**src/rtl/gpio_meter_pkg.sv**
```systemverilog
// Shared types and constants for the GPIO period meter.
// Building with GPIO_PERIOD_METER_AVG_EN averages AVG_DEPTH periods per reported result.
package gpio_meter_pkg;

   localparam int unsigned DEF_WIDTH = 24;
   localparam int unsigned AVG_DEPTH = 4;
   localparam int unsigned AVG_SHIFT = $clog2(AVG_DEPTH);

   typedef enum logic [1:0] {
      IDLE    = 2'd0,
      ARMED   = 2'd1,
      MEASURE = 2'd2
   } state_e;

   // Result payload as seen by the GPIO register block at the default width
   typedef struct packed {
      logic [DEF_WIDTH-1:0] period;
      logic [DEF_WIDTH-1:0] high_time;
      logic                 timeout;
      logic                 overflow;
   } result_t;

endpackage

```
**src/rtl/gpio_sync_edge.sv**
```systemverilog
// Multi-flop synchronizer for an asynchronous GPIO input with rise/fall pulses.
module gpio_sync_edge #(
   parameter int unsigned SYNC_STAGES = 2
) (
   input  logic clk,
   input  logic rst,
   input  logic i_async,
   output logic o_rise_c,
   output logic o_fall_c
);

   logic [SYNC_STAGES-1:0] r_sync;
   logic                   r_prev;

   always_ff @(posedge clk) begin
      if (!rst) begin
         r_sync <= '0;
         r_prev <= 1'b0;
      end else begin
         r_sync <= {r_sync[SYNC_STAGES-2:0], i_async};
         r_prev <= r_sync[SYNC_STAGES-1];
      end
   end

   assign o_rise_c = r_sync[SYNC_STAGES-1] & ~r_prev;
   assign o_fall_c = ~r_sync[SYNC_STAGES-1] & r_prev;

endmodule

```
**src/rtl/gpio_period_meter.sv**
```systemverilog
// Measures period and high time of an external square wave in clk cycles.
// Optional GPIO_PERIOD_METER_AVG_EN reports the mean of AVG_DEPTH periods.
module gpio_period_meter
   import gpio_meter_pkg::*;
#(
   parameter int unsigned width       = DEF_WIDTH,
   parameter int unsigned SYNC_STAGES = 2
) (
   input  logic             clk,
   input  logic             rst,
   input  logic             enable,
   input  logic             meas_in,
   input  logic [width-1:0] timeout_count,
   input  logic             ready,
   output logic             valid,
   output logic [width-1:0] period,
   output logic [width-1:0] high_time,
   output logic             timeout,
   output logic             overflow,
   output logic             lost
);

   localparam logic [width-1:0] CNT_MAX = '1;

   typedef struct packed {
      logic [width-1:0] period;
      logic [width-1:0] high_time;
      logic             timeout;
      logic             overflow;
   } res_t;

   logic             w_rise;
   logic             w_fall;
   logic             w_tmo;
   logic             w_new;
   logic             w_hs;
   res_t             w_res;

   state_e           r_state;
   logic [width-1:0] r_cnt;
   logic [width-1:0] r_hi;
   logic             r_ovf;
   res_t             r_out;
   logic             r_valid;
   logic             r_lost;

`ifdef GPIO_PERIOD_METER_AVG_EN
   localparam int unsigned     SUM_W    = width + 2;
   localparam int unsigned     IDX_W    = AVG_SHIFT;
   localparam logic [IDX_W-1:0] AVG_LAST = IDX_W'(AVG_DEPTH - 1);

   logic [SUM_W-1:0] w_sum;
   logic             w_last;
   logic [SUM_W-1:0] r_sum;
   logic [IDX_W-1:0] r_avg_idx;
   logic             r_ovf_acc;
`endif

   gpio_sync_edge #(
      .SYNC_STAGES (SYNC_STAGES)
   ) u_sync (
      .clk      (clk),
      .rst      (rst),
      .i_async  (meas_in),
      .o_rise_c (w_rise),
      .o_fall_c (w_fall)
   );

   assign w_hs = r_valid & ready;

   // Result candidate; a rise closing a period beats a coincident timeout
   always_comb begin
      w_tmo = (timeout_count != '0) && (r_cnt == timeout_count);
      w_new = 1'b0;
      w_res = '0;
`ifdef GPIO_PERIOD_METER_AVG_EN
      w_sum  = r_sum + SUM_W'(r_cnt);
      w_last = (r_avg_idx == AVG_LAST);
`endif
      if (r_state == MEASURE) begin
         if (w_rise) begin
`ifdef GPIO_PERIOD_METER_AVG_EN
            w_new          = w_last;
            w_res.period   = width'(w_sum >> AVG_SHIFT);
            w_res.overflow = r_ovf_acc | r_ovf;
`else
            w_new          = 1'b1;
            w_res.period   = r_cnt;
            w_res.overflow = r_ovf;
`endif
            w_res.high_time = r_hi;
         end else if (w_tmo) begin
            w_new         = 1'b1;
            w_res.timeout = 1'b1;
         end
      end
   end

   always_ff @(posedge clk) begin
      if (!rst || !enable) begin
         r_state   <= IDLE;
         r_cnt     <= '0;
         r_hi      <= '0;
         r_ovf     <= 1'b0;
         r_out     <= '0;
         r_valid   <= 1'b0;
         r_lost    <= 1'b0;
`ifdef GPIO_PERIOD_METER_AVG_EN
         r_sum     <= '0;
         r_avg_idx <= '0;
         r_ovf_acc <= 1'b0;
`endif
      end else begin
         case (r_state)
            IDLE: r_state <= ARMED;
            ARMED: begin
               if (w_rise) begin
                  r_cnt   <= width'(1);
                  r_ovf   <= 1'b0;
                  r_state <= MEASURE;
               end
            end
            MEASURE: begin
               if (w_rise) begin
                  r_cnt <= width'(1);
                  r_ovf <= 1'b0;
`ifdef GPIO_PERIOD_METER_AVG_EN
                  r_avg_idx <= r_avg_idx + 1'b1;
                  if (w_last) begin
                     r_sum     <= '0;
                     r_ovf_acc <= 1'b0;
                  end else begin
                     r_sum     <= w_sum;
                     r_ovf_acc <= r_ovf_acc | r_ovf;
                  end
`endif
               end else if (w_tmo) begin
                  r_cnt   <= '0;
                  r_ovf   <= 1'b0;
                  r_state <= ARMED;
`ifdef GPIO_PERIOD_METER_AVG_EN
                  r_sum     <= '0;
                  r_avg_idx <= '0;
                  r_ovf_acc <= 1'b0;
`endif
               end else begin
                  if (r_cnt == CNT_MAX) r_ovf <= 1'b1;
                  else                  r_cnt <= r_cnt + 1'b1;
                  if (w_fall) r_hi <= r_cnt;
               end
            end
            default: r_state <= IDLE;
         endcase

         // Held result wins over a new one unless it is being consumed this cycle
         if (w_new && (!r_valid || w_hs)) begin
            r_out   <= w_res;
            r_valid <= 1'b1;
            r_lost  <= 1'b0;
         end else if (w_new) begin
            r_lost  <= 1'b1;
         end else if (w_hs) begin
            r_valid <= 1'b0;
            r_lost  <= 1'b0;
         end
      end
   end

   assign valid     = r_valid;
   assign period    = r_out.period;
   assign high_time = r_out.high_time;
   assign timeout   = r_out.timeout;
   assign overflow  = r_out.overflow;
   assign lost      = r_lost;

endmodule

```
**config.mk**
```make
export PLATFORM = sky130hd
export DESIGN_NAME = gpio_period_meter
export DESIGN_NICKNAME = d
export VERILOG_FILES = /design/src/rtl/gpio_meter_pkg.sv /design/src/rtl/gpio_sync_edge.sv /design/src/rtl/gpio_period_meter.sv
export SDC_FILE = /design/constraint.sdc
export NUM_CORES = 1
export LEC_CHECK = 0
export CAP_MARGIN = 5
export CORE_MARGIN = 2
export CORE_UTILIZATION = 55
export DETAILED_ROUTE_END_ITERATION = 8
export GPL_TIMING_DRIVEN = 0
export PLACE_DENSITY = 0.83
export SLEW_MARGIN = 20
export SYNTH_ARGS = -nofsm -noshare
export SYNTH_HDL_FRONTEND = slang
export SYNTH_SLANG_ARGS = --single-unit
```
**constraint.sdc**
```tcl
create_clock -name clk -period 5.8 [get_ports clk]
set_input_delay 0.87 -clock clk [delete_from_list [all_inputs] [get_ports clk]]
set_output_delay 0.87 -clock clk [all_outputs]
set_load 0.005 [all_outputs]
```
Word level (Yosys, flattened, before mapping)
Cells that the tools add are included.

$add $sub $neg: 1. Equality and inequality tests: 10. Muxes and demuxes: 25. Bitwise logic cells: 7. Reductions and logical operators: 18.

Operators with widths (count): $mux W24 (4); $mux W50 (1); $mux W48 (1); $pmux W24 S2 (1); $add A24 B1 Y24 const B (1); $eq A24 B24 Y1 (1); $eq A24 B24 Y1 const B (1); $reduce_bool A24 Y1 (1); $mux W1 (13); $reduce_and A3 Y1 (3); $mux W2 (3); $pmux W2 S3 (1); $reduce_bool A2 Y1 (3); $ne A2 B1 Y1 const B (2); $ne A2 B2 Y1 const B (2); $ne A4 B2 Y1 const B (1); $ne A4 B3 Y1 const B (1); $not A1 Y1 (4); $reduce_and A4 Y1 (1); $and A1 B1 Y1 (3); $logic_not A1 Y1 (3); $eq A2 B1 Y1 const B (1); $eq A2 B2 Y1 const B (1); $logic_and A1 B1 Y1 (2); 5 further kinds (6).

Flip-flop bits (word level): 106. Input port bits: 29. Output and inout bits: 52. Logic and storage cells: 73.

Longest topological paths before layout
Gate-level depths: netlist of the first run.

Depth after elaboration: 8. Mapped depth: 10.

Hierarchy
Synthesis of the first run repeated with hierarchy kept, for this count alone.

Cell total of the unflattened synthesis: 559. Area total of the unflattened synthesis: 4725.8 µm².

By module, submodules not included: gpio_period_meter (times used 1, cells each 551, area each 4634.4 µm²); gpio_sync_edge (times used 1, cells each 8, area each 91.3 µm²).

Least setup slack after synthesis of the first run
Ideal clock, no wire load.

Path type: input port to flip-flop. Start: in timeout_count[4]. End: reg r_out (netlist bit high_time[0]). Setup time: 117 ps. Arrival time: 2458 ps. Required time: 5683 ps. Slack: 3225 ps. Stages: 9. Buffers on the path: 2. Path through: xor2_1 nor4_1 o211ai_2 nor2_4 o21ai_4 and2_4 buf_6 buf_6 a22o_1.

Cells in the longest elaborated chain, start to end: 6. Elaborated cells on any way between the ends: 7. Classes of those cells: 1 x eq/ne; 3 x mux; 3 x reduce/logical.

RTL lines: start, declared (RTL line gpio_period_meter.sv:13) `input logic [width-1:0] timeout_count,`; $eq A24 B24 Y1 / $reduce_bool A24 Y1 (equally long branches) (RTL line gpio_period_meter.sv:73) `w_tmo = (timeout_count != '0) && (r_cnt == timeout_count);`; $logic_and A1 B1 Y1 (*) (RTL line gpio_period_meter.sv:73); $mux W1 (*) (RTL line gpio_period_meter.sv:92) `end else if (w_tmo) begin`; $mux W1 (*) (RTL line gpio_period_meter.sv:81) `if (w_rise) begin`; $mux W1 (*) (RTL line gpio_period_meter.sv:80) `if (r_state == MEASURE) begin`; $logic_and A1 B1 Y1 (*) (RTL line gpio_period_meter.sv:156) `if (w_new && (!r_valid || w_hs)) begin`; end signal, assigned (RTL line gpio_period_meter.sv:157) `r_out <= w_res;`; end, declared (RTL line gpio_period_meter.sv:43) `res_t r_out;`.

Mark *: on every way between the ends. The rest lies on a longest branch, timed or not. A chain may end at the register's enable or synchronous reset.

Final worst setup path of the first run
Start: in timeout_count[0]. End: reg r_cnt[5].

Cells in the longest elaborated chain, start to end: 5. Elaborated cells on any way between the ends: 8. Classes of those cells: 2 x eq/ne; 3 x mux; 3 x reduce/logical.

RTL lines: $eq A24 B24 Y1 / $reduce_bool A24 Y1 (equally long branches) (RTL line gpio_period_meter.sv:73); $logic_and A1 B1 Y1 (*) (RTL line gpio_period_meter.sv:73); $mux W24 (RTL line gpio_period_meter.sv:137) `end else if (w_tmo) begin`; $mux W24 (RTL line gpio_period_meter.sv:124) `if (w_rise) begin`; $pmux W24 S2 (RTL line gpio_period_meter.sv:114) `case (r_state)`; end signal, assigned (RTL line gpio_period_meter.sv:118) `r_cnt <= width'(1);`; end signal, assigned (RTL line gpio_period_meter.sv:125) `r_cnt <= width'(1);`; end signal, assigned (RTL line gpio_period_meter.sv:148) `else r_cnt <= r_cnt + 1'b1;`; end, declared (RTL line gpio_period_meter.sv:40) `logic [width-1:0] r_cnt;`.

Marks and branches as above.

==> results of run 1 <==
-- synth_stat cells (all sizes together) --
master	number	area share, %
dfxtp	106	46
o311ai	1	0.19
buf	25	4.1
o211ai	2	0.43
and2	9	1.3
o21ai	17	2.1
o21a	3	0.51
a31oi	7	0.94
xor2	25	4.7
ha	6	1.6
or3	8	1.1
nand2	36	3.0
nor3b	1	0.27
inv	5	0.40
a21boi	1	0.16
and2b	1	0.16
xnor2	2	0.38
or4	11	1.9
nand3	17	1.9
nor4	14	2.1
nand4b	1	0.19
nor2	57	4.8
a21oi	21	2.3
clkbuf	19	1.6
a22oi	18	2.9
nor2b	2	0.27
a22o	33	6.2
nor3	5	0.78
mux2i	24	5.2
nand2b	3	0.40
o31ai	4	0.64
and3	3	0.40
nand4	11	1.5
a311oi	1	0.19
a211oi	1	0.16
-- logic make-up (layout without fill, tap and decap cells) --
family                     after synthesis  count (layout)  share of synthesized area, %
adders and majority gates                6               6                          1.61
buffers and inverters                   49             145                          6.07
muxes                                   24              24                          5.15
AOI/OAI and AO/OA                      109             109                          16.6
and+or+nand+nor                        179             179                          19.9
DFF                                    106             106                          45.5
xor gates and xnor gates                27              27                          5.07
-- per-stage QoR --
stage,setup slack (ns),util (%),std cells
2_1_floorplan,3.22,-,500
3_3_place_gp,2.32,68.1,685
3_5_place_dp,2.29,68.1,685
4_1_cts,2.69,70.5,701
5_1_grt,2.50,70.5,701
6_report,2.64,70.5,701
-- area by class of cell --
cell class,count,area [um2]
fillers,637,2420
multi-input cells,345,2260
flip-flops and latches,106,2120
repair buffers,80,801
plain buffers,44,264
well taps,105,131
clock buffers,10,128
clock inverters,6,75.1
inverters,5,18.8
-- flip-flops by register name, summed over array words and instances (netlist names) --
register / flops
r_state: 2
valid: 1
r_cnt: 24
period: 24
timeout: 1
overflow: 1
r_hi: 24
r_ovf: 1
u_sync.r_sync: 2
u_sync.r_prev: 1
high_time: 24
lost: 1
-- placed cells by master (no fill, tap or decap), drive strengths merged, types with 7 or more instances in the layout --
cell | Yosys | final
a22oi | 18 | 18
mux2i | 24 | 24
nor2 | 57 | 57
clkdlybuf4s50 | 0 | 80
or4 | 11 | 11
nand2 | 36 | 36
clkbuf | 19 | 29
a31oi | 7 | 7
buf | 25 | 25
nand3 | 17 | 17
and2 | 9 | 9
nand4 | 11 | 11
a21oi | 21 | 21
or3 | 8 | 8
a22o | 33 | 33
xor2 | 25 | 25
o21ai | 17 | 17
nor4 | 14 | 14
dfxtp | 106 | 106
-- per-layer routing --
metal / routed length, um / track usage (%) / part of all wire [%] / vias up
met5: 0 / 0 / 0 / -
met4: 370 / 14.0 / 2.9 / 0
met3: 896 / 4.86 / 6.9 / 31
met2: 6040 / 46.2 / 47 / 192
met1: 5610 / 37.3 / 43 / 1974
li1: - / - / - / 1973
-- worst paths after layout --
kind | from | to | slack [ns]
min reg2reg | u_sync.r_sync[0] | u_sync.r_sync[1] | 0.46
max | timeout_count[0] | r_cnt[5] | 2.64
min | u_sync.r_sync[0] | u_sync.r_sync[1] | 0.46
max reg2reg | r_state[0] | r_cnt[5] | 3.11
-- power breakdown --
group	switching, mW	internal [mW]	leakage, nW
registers	0.00991	0.737	0.854
clock network	0.267	0.205	0.0986
logic	0.209	0.107	1.06
total	0.486	1.05	2.02
==> results.py, run 1 <==
metrics = {
    "finish": {
        "num_antenna_cells": 0,
        "layout-drive-gt1-share_pct": 8.89,
        "finalInstanceArea_um2": 5800,
        "area_growth_pct": 24.3,
        "nets": 626,
    },
    "worst_setup_path": {
        "reg2regPathDepth": 7,
        "setup.worst_path.end_class": "register",
        "crit_path_start_kind": "input port",
        "cp_cell_sequence": "clkdlybuf4s50_1 > nor4_1 > nand4_1 > o211ai_2 > o21a_2 > nand2_2 > clkbuf_2 > or4_1 > a21oi_1",
        "crit_buf_inv": 2,
        "path_depth": 9,
        "arrival_ns": 3.46,
        "cp_max_fo": 10,
        "required_ns": 6.10,
        "critPathSlowestCell": "clkdlybuf4s50_1",
        "cp_top_family": "simple AND/OR/NAND/NOR gates",
        "max_stage_delay_ns": 0.47,
        "critPathKind": "input port to register",
    },
    "timing": {
        "setup_tns_ns": 0,
        "drv_slew": 0,
        "rsz0062_at_grt": "no",
        "slew_headroom_pct": 31.7,
        "max_freq_ghz": 0.316,
        "fin_crit_sh_pct": 54.5,
        "whs_ns": 0.456,
        "setup_viol": 0,
        "period_minus_slack_ns": 3.16,
        "tightestPinTransition_ns": 1.02,
        "clock_skew_ns": 0.00877,
        "hold_viol": 0,
    },
    "logic_synthesis": {
        "syn_nets": 535,
        "ys_seq_area_share_pct": 45.5,
        "netlist_area_um2": 4660,
        "syn_inst": 500,
        "synth.avg_cell_area_um2": 9.32,
        "yosysWarnings": 0,
        "synthDistinctLibCells": 49,
        "ys_seq_elements": 106,
    },
    "global_route": {
        "grt_use_total_pct": 28.7,
        "grt_pass1_vias": 3977,
        "antenna_found_initial": 0,
        "overflow": 0,
        "grt_max_degree": 19,
        "grt_pass1_wl_um": 20200,
    },
    "clocking": {
        "htreeDepth": 3,
        "cts-root-buf": "clkbuf_8",
        "clock_latency_ns": 0.37,
        "cts_resized": 0,
        "clk_pin_slew_ns": 0.10,
        "clock_sinks": 106,
        "clock_path_buffers": 2,
        "cts-hold-fix-buffers": 0,
        "tritoncts": "yes",
        "cts_setup_buffers": 0,
        "cts_buffers": 9,
    },
    "placed_design": {
        "routabilityCongestion": 0.947,
        "postPlaceCellArea_um2": 5590,
        "io_buffers": 80,
        "post-dp-hpwl_um": 9360,
    },
    "detailed_routing": {
        "drt_first_pass_iters": 5,
        "drc": 0,
        "wl_per_cell_um": 18.4,
        "dr_total_vias": 4170,
        "drt-initial-drc-count": 244,
        "detail-route-antenna-nets": 0,
        "avgViaCountPerCell": 5.95,
        "detail_route.wirelength_um": 12900,
    },
    "run": {
        "cap_violations": 0,
    },
    "power": {
        "powerDensity_nw_per_um2": 265,
        "total_power_mw": 1.54,
        "ir_drop_mv": 0.187,
        "leakage_nw": 2.02,
    },
    "floorplan": {
        "io_pins": 81,
        "die_area_um2": 9230,
        "die_y_um": 96.1,
        "placementRows": 33,
        "die_w_um": 96.1,
        "initial_core_util_pct": 56.7,
        "core_area_um2": 8220,
    },
    "hold_path": {
        "hp-class": "register to register",
        "min_path_cells": 1,
    },
    "outcome": {
        "status": "finished, final reports clean",
    },
}
(Power assumes the default switching activity.)
==> run 2: changes to the inputs <==
--- a/config.mk
+++ b/config.mk
@@ -7,10 +7,10 @@
 export LEC_CHECK = 0
 export CAP_MARGIN = 5
 export CORE_MARGIN = 2
-export CORE_UTILIZATION = 55
+export CORE_UTILIZATION = 53
 export DETAILED_ROUTE_END_ITERATION = 8
 export GPL_TIMING_DRIVEN = 0
-export PLACE_DENSITY = 0.83
+export PLACE_DENSITY = 0.8
 export SLEW_MARGIN = 20
 export SYNTH_ARGS = -nofsm -noshare
 export SYNTH_HDL_FRONTEND = slang
==> constraint.sdc (replaced) <==
create_clock -name clk -period 3.1 [get_ports clk]
set_input_delay 0.465 -clock clk [delete_from_list [all_inputs] [get_ports clk]]
set_output_delay 0.465 -clock clk [all_outputs]
set_load 0.005 [all_outputs]
==> run 2 against run 1 <==
Global-route usage decreased by 1.6 points. Sequential cell count unchanged. Total power increased by 81%. Critical path type unchanged. Worst hold slack got worse by 0.013 ns. Clock-buffer cell count decreased by 1. Clock skew increased by 0.0065 ns. Register-to-register slack got worse by 2.6 ns. Combinational power increased by 85%. Utilization decreased by 3.7 points. Largest cell class unchanged. Via count increased by 0.77%. Non-clock buffer count unchanged.
==> results.py, run 2 (synthesis results as in run 1) <==
metrics = {
    "outcome": {
        "status": "finished, final reports clean",
    },
    "worst_setup_path": {
        "ff2ff_setup_slack_ns": 0.50,
        "reg2regPathDepth": 9,
        "crit_path_start_kind": "input port",
        "reg2reg_to": "high_time[1]",
        "cp_max_fo": 10,
        "setup.worst_path.end_class": "register",
        "arrival_ns": 3.02,
        "worstReg2RegStart": "r_cnt[8]",
        "required_ns": 3.42,
        "critPathKind": "input port to register",
    },
    "global_route": {
        "grt_use_total_pct": 27.2,
        "grt_pass1_wl_um": 20600,
        "overflow": 0,
        "grt_pass1_vias": 3955,
        "antenna_found_initial": 0,
        "grt_max_degree": 19,
    },
    "finish": {
        "utilization_pct": 66.8,
        "nets": 626,
        "final.fill_count": 701,
        "num_antenna_cells": 0,
        "area_growth_pct": 23.8,
        "layout-drive-gt1-share_pct": 8.91,
        "fin_cells": 703,
        "final_cell_mix": "dfxtp_1, clkdlybuf4s50_1, nor2_1",
        "final_common_cell": "dfxtp_1",
        "seqCellArea_um2": 2120,
        "multi_input_comb_area_um2": 2260,
    },
    "clocking": {
        "clock_latency_ns": 0.38,
        "clk_pin_slew_ns": 0.11,
        "cts_setup_buffers": 0,
        "clock_sinks": 106,
        "cts-root-buf": "clkbuf_8",
        "htreeDepth": 3,
        "cts_buffers": 9,
        "tritoncts": "yes",
        "clock_path_buffers": 2,
        "cts_resized": 0,
        "cts-hold-fix-buffers": 0,
    },
    "timing": {
        "fin_crit_sh_pct": 87.1,
        "setup_tns_ns": 0,
        "slew_headroom_pct": 26.5,
        "setup_viol": 0,
        "clock_skew_ns": 0.0152,
        "fin_ws_ns": 0.400,
        "max_freq_ghz": 0.370,
        "rsz0062_at_grt": "no",
        "period_minus_slack_ns": 2.70,
        "tightestPinTransition_ns": 1.09,
        "drv_slew": 0,
        "whs_ns": 0.443,
        "hold_viol": 0,
    },
    "detailed_routing": {
        "drc": 0,
        "avgViaCountPerCell": 5.98,
        "wl_per_cell_um": 18.5,
        "drt_first_pass_iters": 8,
        "drt-initial-drc-count": 292,
        "detail_route.wirelength_um": 13000,
        "dr_total_vias": 4202,
        "detail-route-antenna-nets": 0,
    },
    "hold_path": {
        "hold_path_end": "u_sync.r_sync[1]",
        "min_path_cells": 1,
        "hp-class": "register to register",
        "hp-start": "u_sync.r_sync[0]",
    },
    "power": {
        "leakage_nw": 2.01,
        "powerDensity_nw_per_um2": 481,
        "ir_drop_mv": 0.295,
    },
    "placed_design": {
        "placed_cells": 688,
        "routabilityCongestion": 0.911,
        "post-dp-hpwl_um": 9480,
        "dp_slack_ns": 0.0806,
        "io_buffers": 80,
    },
    "floorplan": {
        "io_pins": 81,
        "die_area_um2": 9560,
        "core_area_um2": 8640,
        "initial_core_util_pct": 54.0,
        "die_w_um": 97.8,
        "placementRows": 34,
        "die_y_um": 97.8,
    },
    "run": {
        "cap_violations": 0,
    },
}
[run 2: per-stage QoR]
stage | power [mW] | cell area, um2
after CTS | 2.76 | 5770
after global routing | 2.89 | 5770
final | 2.78 | 5770
after global placement | 1.97 | 5600
after floorplan | 1.82 | 4660
after detailed placement | 1.99 | 5600
[run 2: area by class of cell]
class / count / area share, %
Inverter: 5 / 0.325
Clock buffer: 9 / 2.15
Multi-Input combinational cell: 345 / 39.1
Timing Repair Buffer: 80 / 13.9
Buffer: 44 / 4.57
Clock inverter: 6 / 0.889
Sequential cell: 106 / 36.8
Tap cell: 108 / 2.34
[run 2: worst max path at each step]
stage                      from         end  slack (ns)  cells after the start
4_1_cts        timeout_count[0]    r_cnt[5]        0.47                      9
3_5_place_dp   timeout_count[0]    r_cnt[4]        0.08                      9
3_3_place_gp   timeout_count[0]    r_cnt[5]        0.07                      9
2_1_floorplan  timeout_count[4]  period[18]        0.93                      9
5_1_grt        timeout_count[0]    r_cnt[5]        0.22                      9
6_report       timeout_count[0]    r_cnt[4]        0.40                      9
[run 2: critical path, stage by stage]
cell	delay [ns]
clkdlybuf4s50_1	0.47
nor4_1	0.36
nand4_1	0.21
o211ai_2	0.33
o21a_2	0.23
nand2_2	0.12
clkbuf_2	0.25
or4_1	0.49
o21ai_1	0.09
[run 2: per-layer routing]
layer / track usage (%) / vias to the layer above / share of wire, %
met4: 10.0 / 0 / 2.6
met2: 43.3 / 236 / 46
li1: - / 1971 / -
met1: 36.3 / 1967 / 42
met5: 0 / - / 0
met3: 6.23 / 28 / 9.2
[run 2: where the power goes]
| part | switching, mW | leakage [nW] | total, mW | internal [mW] |
|---|---|---|---|---|
| clock | 0.491 | 0.0920 | 0.792 | 0.301 |
| sequential | 0.0210 | 0.854 | 1.40 | 1.38 |
| combinational | 0.387 | 1.06 | 0.586 | 0.199 |
| total | 0.899 | 2.01 | 2.78 | 1.88 |
